<file path="src/rtl/vldrdy2to1_join.sv">
// Buffered 2-to-1 valid/ready join.
// Each branch lands in its own small FIFO so the two branches may return
// with different latencies. A joined beat is produced only when both FIFOs
// hold a head entry. The output is a registered slice, so nothing on the
// input side reaches o_valid/o_data combinationally.
module vldrdy2to1_join #(
  parameter int W1    = 8,
  parameter int W2    = 8,
  parameter int DEPTH = 2,
  localparam int CW   = $clog2(DEPTH) + 1
) (
  input  logic              i_clk,
  input  logic              i_rst_n,
  input  logic              i_valid_1,
  output logic              i_ready_1,
  input  logic [W1-1:0]     i_data_1,
  input  logic              i_valid_2,
  output logic              i_ready_2,
  input  logic [W2-1:0]     i_data_2,
  output logic              o_valid,
  input  logic              o_ready,
  output logic [W1+W2-1:0]  o_data,
  output logic [CW-1:0]     o_cnt_1,
  output logic [CW-1:0]     o_cnt_2
);

  localparam int AW = $clog2(DEPTH);

  logic [W1-1:0] mem_1 [DEPTH];
  logic [W2-1:0] mem_2 [DEPTH];
  logic [AW-1:0] wptr_1, rptr_1;
  logic [AW-1:0] wptr_2, rptr_2;
  logic [CW-1:0] cnt_1, cnt_2;
  logic          wr_1, wr_2;
  logic          fire;

  // Readiness comes only from the registered counters: a full FIFO refuses a
  // beat even if the join pops it in the same cycle.
  assign i_ready_1 = (cnt_1 < CW'(DEPTH));
  assign i_ready_2 = (cnt_2 < CW'(DEPTH));
  assign wr_1      = i_valid_1 & i_ready_1;
  assign wr_2      = i_valid_2 & i_ready_2;

  // Pop both heads together when both hold data and the output slice is free
  // or being drained this cycle.
  assign fire = (cnt_1 != '0) & (cnt_2 != '0) & (~o_valid | o_ready);

  assign o_cnt_1 = cnt_1;
  assign o_cnt_2 = cnt_2;

  // Branch 1 storage; contents are only observed after a write, so no reset.
  always_ff @(posedge i_clk) begin
    if (wr_1) mem_1[wptr_1] <= i_data_1;
  end

  // Branch 2 storage.
  always_ff @(posedge i_clk) begin
    if (wr_2) mem_2[wptr_2] <= i_data_2;
  end

  // Branch 1 pointers and occupancy; pointers wrap naturally (DEPTH is 2^AW).
  always_ff @(posedge i_clk or negedge i_rst_n) begin
    if (!i_rst_n) begin
      wptr_1 <= '0;
      rptr_1 <= '0;
      cnt_1  <= '0;
    end else begin
      if (wr_1) wptr_1 <= wptr_1 + 1'b1;
      if (fire) rptr_1 <= rptr_1 + 1'b1;
      if (wr_1 && !fire)      cnt_1 <= cnt_1 + 1'b1;
      else if (!wr_1 && fire) cnt_1 <= cnt_1 - 1'b1;
    end
  end

  // Branch 2 pointers and occupancy.
  always_ff @(posedge i_clk or negedge i_rst_n) begin
    if (!i_rst_n) begin
      wptr_2 <= '0;
      rptr_2 <= '0;
      cnt_2  <= '0;
    end else begin
      if (wr_2) wptr_2 <= wptr_2 + 1'b1;
      if (fire) rptr_2 <= rptr_2 + 1'b1;
      if (wr_2 && !fire)      cnt_2 <= cnt_2 + 1'b1;
      else if (!wr_2 && fire) cnt_2 <= cnt_2 - 1'b1;
    end
  end

  // Registered output slice: load on fire, drop valid once consumed, else hold.
  always_ff @(posedge i_clk or negedge i_rst_n) begin
    if (!i_rst_n) begin
      o_valid <= 1'b0;
      o_data  <= '0;
    end else if (fire) begin
      o_valid <= 1'b1;
      o_data  <= {mem_2[rptr_2], mem_1[rptr_1]};
    end else if (o_valid && o_ready) begin
      o_valid <= 1'b0;
    end
  end

endmodule

</file>
<file path="config.mk">
export PLATFORM = sky130hd
export DESIGN_NAME = vldrdy2to1_join
export DESIGN_NICKNAME = d
export VERILOG_FILES = /design/src/rtl/vldrdy2to1_join.sv
export SDC_FILE = /design/constraint.sdc
export NUM_CORES = 1
export LEC_CHECK = 0
export BUFFER_PORTS_ARGS = -buffer_cell sky130_fd_sc_hd__clkbuf_2
export CORE_MARGIN = 3
export CORE_UTILIZATION = 50
export DETAILED_ROUTE_END_ITERATION = 8
export PLACE_DENSITY = 0.74
export SYNTH_ARGS = -nofsm -noshare
export SYNTH_HDL_FRONTEND = slang
export SYNTH_SLANG_ARGS = --single-unit
</file>
<file path="constraint.sdc">
create_clock -name i_clk -period 1.9 [get_ports i_clk]
set_input_delay 0.285 -clock i_clk [delete_from_list [all_inputs] [get_ports i_clk]]
set_output_delay 0.285 -clock i_clk [all_outputs]
set_load 0.02 [all_outputs]
</file>
==> summary.md <==
| Metric | Value |
|---|---|
| Status | complete, no violations |
| DRT iter0 DRCs | 37 |
| Crit path cell chain | o221a_1 > inv_2 > ha_1 > xor2_1 > nor2_1 > xnor2_1 |
| Drc violations | 0 |
| Post-Synth Adder-Cell Area | 1.13% |
| Worst slack, placed | 0.430 ns |
| Crit start category | flip-flop |
| Most frequent cell after synthesis | edfxtp_1 |
| Via/cell ratio | just over 5 |
| Slew headroom | 59.6% |
| Area Overhead vs Synth | 20.9% |
| Crit path time final | 1.46 ns |
| Max layer used | met4 |
| Number of buffers and inverters on the critical path | 1 |
| CTS tree | built |
| R2r startpoint | o_cnt_1[0] |
| Classification of the worst setup path | reg -> reg |
| Hold_sp | i_data_1[5] |
| Synth warn | 0 |
| Sequential element share of the synthesized area | between 70% and 80% |
| R2R depth | 6 |
| Largest family of logic cells by synthesized area | multiplexers |
| Sw frac | between 30% and 40% |
| GPL Wtd Cong | 0.721 |
| MaxCap Viol Count | 0 |
| Final hold violation count | 0 |
| TritonCTS sink count | 57 |
| WL/cell | around 15 um |
| ANT nets after route | 0 |
| Port Buffer Count | 43 |
| Post-synth EDFFs | 32 |
| Top post-synthesis cells by count | edfxtp_1, dfrtp_1, mux2_2 |
| Hold path cells | 1 |
| Flop pwr share | 41.7% |
| Clk buf depth | 2 |
| Psw | 1.61 mW |
| Design area | approximately 2700 um2 |
| Cell-internal power | roughly 3.3 mW |
| Vias | around 1200 |
| Drt first pass iters | 4 |
| CTS Buf Count | 9 |
| Final Total Pwr | 4.90 mW |
| I/O Pins | 44 |
| Slowest cell on the critical path | dfrtp_1 |
| Clock transition at the registers of the reported paths | 0.06 ns |
| Die H | 72.5 um |
| Met1 WL | around 1400 um |
| Final cycle utilization of the critical path | 77.0% |
| Placement Cell Area | 2470 um2 |
| Hold endpoint | mem_1[1][5] |
| Critical path required time | 2.11 ns |
| Final net count | 196 |
| Hold buffers post-CTS | 1 |
| Mapped Area | 2210 um2 |
| Syn_area_per_cell | 18.6 um2 |
| Slew @ Worst Pin | 0.606 ns |
| Hpwl dp | 2460 um |
| WL final | 3490 um |
| WHS | between 0.15 and 0.2 ns |
| Layout cells sized above 1 | between 50% and 60% |
| CP peak stage delay | 0.43 ns |
| Synth Instances | around 120 |
| TNS Setup | 0 ns |
| Post-synthesis mux area share | 17.8% |
| Horiz. Die Dim | 72.5 um |
| Clock Root Buffer | clkbuf_8 |
| Worst Path Arrival | 1.67 ns |
| First-pass GRT wire length | 5750 um |
| Critical Path Stages | 6 |
| Xor/xnor cell area share of the yosys netlist | 3.96% |
| Setup-failing EPs final | 0 |
| GRT Util Overall | 15.4% |
| Largest net degree at the start of global routing | 26 |
| Min-delay worst type | in -> reg |
| Met3 wire len | about 150 um |
| Worst vdd rail ir drop | 1.30 mV |
| Crit-path max FO | 5 |
| Synth unique cells | 18 |
| CP delay by family, top | flip-flops |
| Antenna fix cells | 0 |
| Postcts setup bufs | 0 |
| Vias in the first global route | roughly 1200 |
| Post-Synth Simple-Gate Area | 2.49% |
| Setup Skew | 0.00491 ns |
| Top_reg_cell synth | edfxtp_1 |
| Synth Area in Compound Gates | 0.509% |
| Max-slew violations | 0 |
| Asr flop ratio synth | 43.9% |
| Starting Density | between 50% and 60% |
| Routed wl met2 | 1860 um |
| FP Rows | 23 |
| Post-synth top area share | a little over two fifths |
| Worst reg2reg path endpoint | o_cnt_2[1] |
| Clock network power share | about a fifth |
| Clock Latency Late Sink | 0.32 ns |
| Initial antenna violation count | 0 |
| Final worst slack | 0.437 ns |
| H-tree Lvls | 3 |
| Static Leak | 1.14 nW |
| Net Count, Synth | 142 |
| R2R setup slack | 0.44 ns |
| Yosys reg bits | between 50 and 60 |
| Global route overflow | 0 |
| Die area | roughly 5300 um2 |
| Core area | 4140 um2 |
| FMAX | 0.684 GHz |
| Unrepaired setup endpoints after global routing | false |
| Post-CTS resize count | 0 |
| Top post-synthesis cells by area | edfxtp_1, dfrtp_1, mux2_2 |
| Comb pwr share | 37.2% |
| Worst setup EP type | flip-flop |
| Yosys top cell by area | edfxtp_1 |
| Power per standard cell area | 1830 nW/um2 |
layout make-up:
cell class	count	area [um2]
clock buffer	14	183
multi-input combinational	55	573
inverter	3	11.3
fill	306	1470
clock inverter	2	10.0
tap	50	62.6
sequential	57	1590
timing repair buffer	47	248
registers in the layout, summed over array words and instances, names as in the netlist:
name and count:
mem_1 16, mem_2 16, o_data 16, o_cnt_1 2
o_cnt_2 2, o_valid 1, rptr_1 1, rptr_2 1
wptr_1 1, wptr_2 1
layout by cell type, fill, tap and decap left out:
master         count
clkbuf_2          43
edfxtp_1          32
dfrtp_1           25
mux2_2            23
clkbuf_8          13
mux2_4             9
xnor2_1            6
nor2b_1            4
xor2_1             4
buf_4              3
and2_1             2
inv_1              2
nor2_1             2
ha_1               2
clkinv_2           2
nand2b_1           1
o221a_1            1
inv_2              1
nand2_1            1
clkbuf_1           1
dlygate4sd3_1      1
worst register-to-register path, delay by kind of cell (launching register included):
family          cells  cell delay (ns)
buf+inv             1             0.12
flops               1             0.43
compound gates      1             0.29
simple gates        1             0.07
fa+ha+maj           1             0.18
xor+xnor            2             0.27
power by group through the flow:
stage	combinational, mW	clock [mW]	sequential, mW
global route	1.95	1.12	2.10
floorplan	1.24	0	2.23
global placement	1.79	0	2.05
detailed placement	1.84	0	2.07
CTS	1.85	1.07	2.05
finish	1.82	1.04	2.04
kinds of logic (layout without fill, tap and decap cells):
logic type,count (synthesis),count (layout)
simple gates,10,10
compound gates,1,1
flops,57,57
fa+ha+maj,2,2
xor+xnor,10,10
mux,32,32
buf+inv,7,66
per-stage QoR:
stage | util [%] | std cells
final | 64.5 | 228
after global routing | 64.5 | 228
after CTS | 64.5 | 228
after detailed placement | 59.6 | 211
after global placement | 59.6 | 211
after floorplan | - | 119
how the worst max path moves through the flow:
stage	endpoint	startpoint	slack (ns)
6_report	o_cnt_2[1]	o_cnt_1[0]	0.44
5_1_grt	mem_2[1][0]	o_cnt_2[1]	0.33
4_1_cts	o_cnt_2[1]	o_cnt_1[0]	0.42
3_5_place_dp	o_data[3]	o_ready	0.43
3_3_place_gp	o_data[13]	o_ready	0.48
2_1_floorplan	o_cnt_1[1]	o_cnt_1[0]	0.19
per-layer routing:
layer / track usage (%) / vias to the layer above
li1: - / 540
met1: 17.7 / 583
met2: 25.1 / 28
met3: 6.37 / 7
met4: 7.38 / 0
met5: 0 / -
Power figures use the tool's default switching activity.
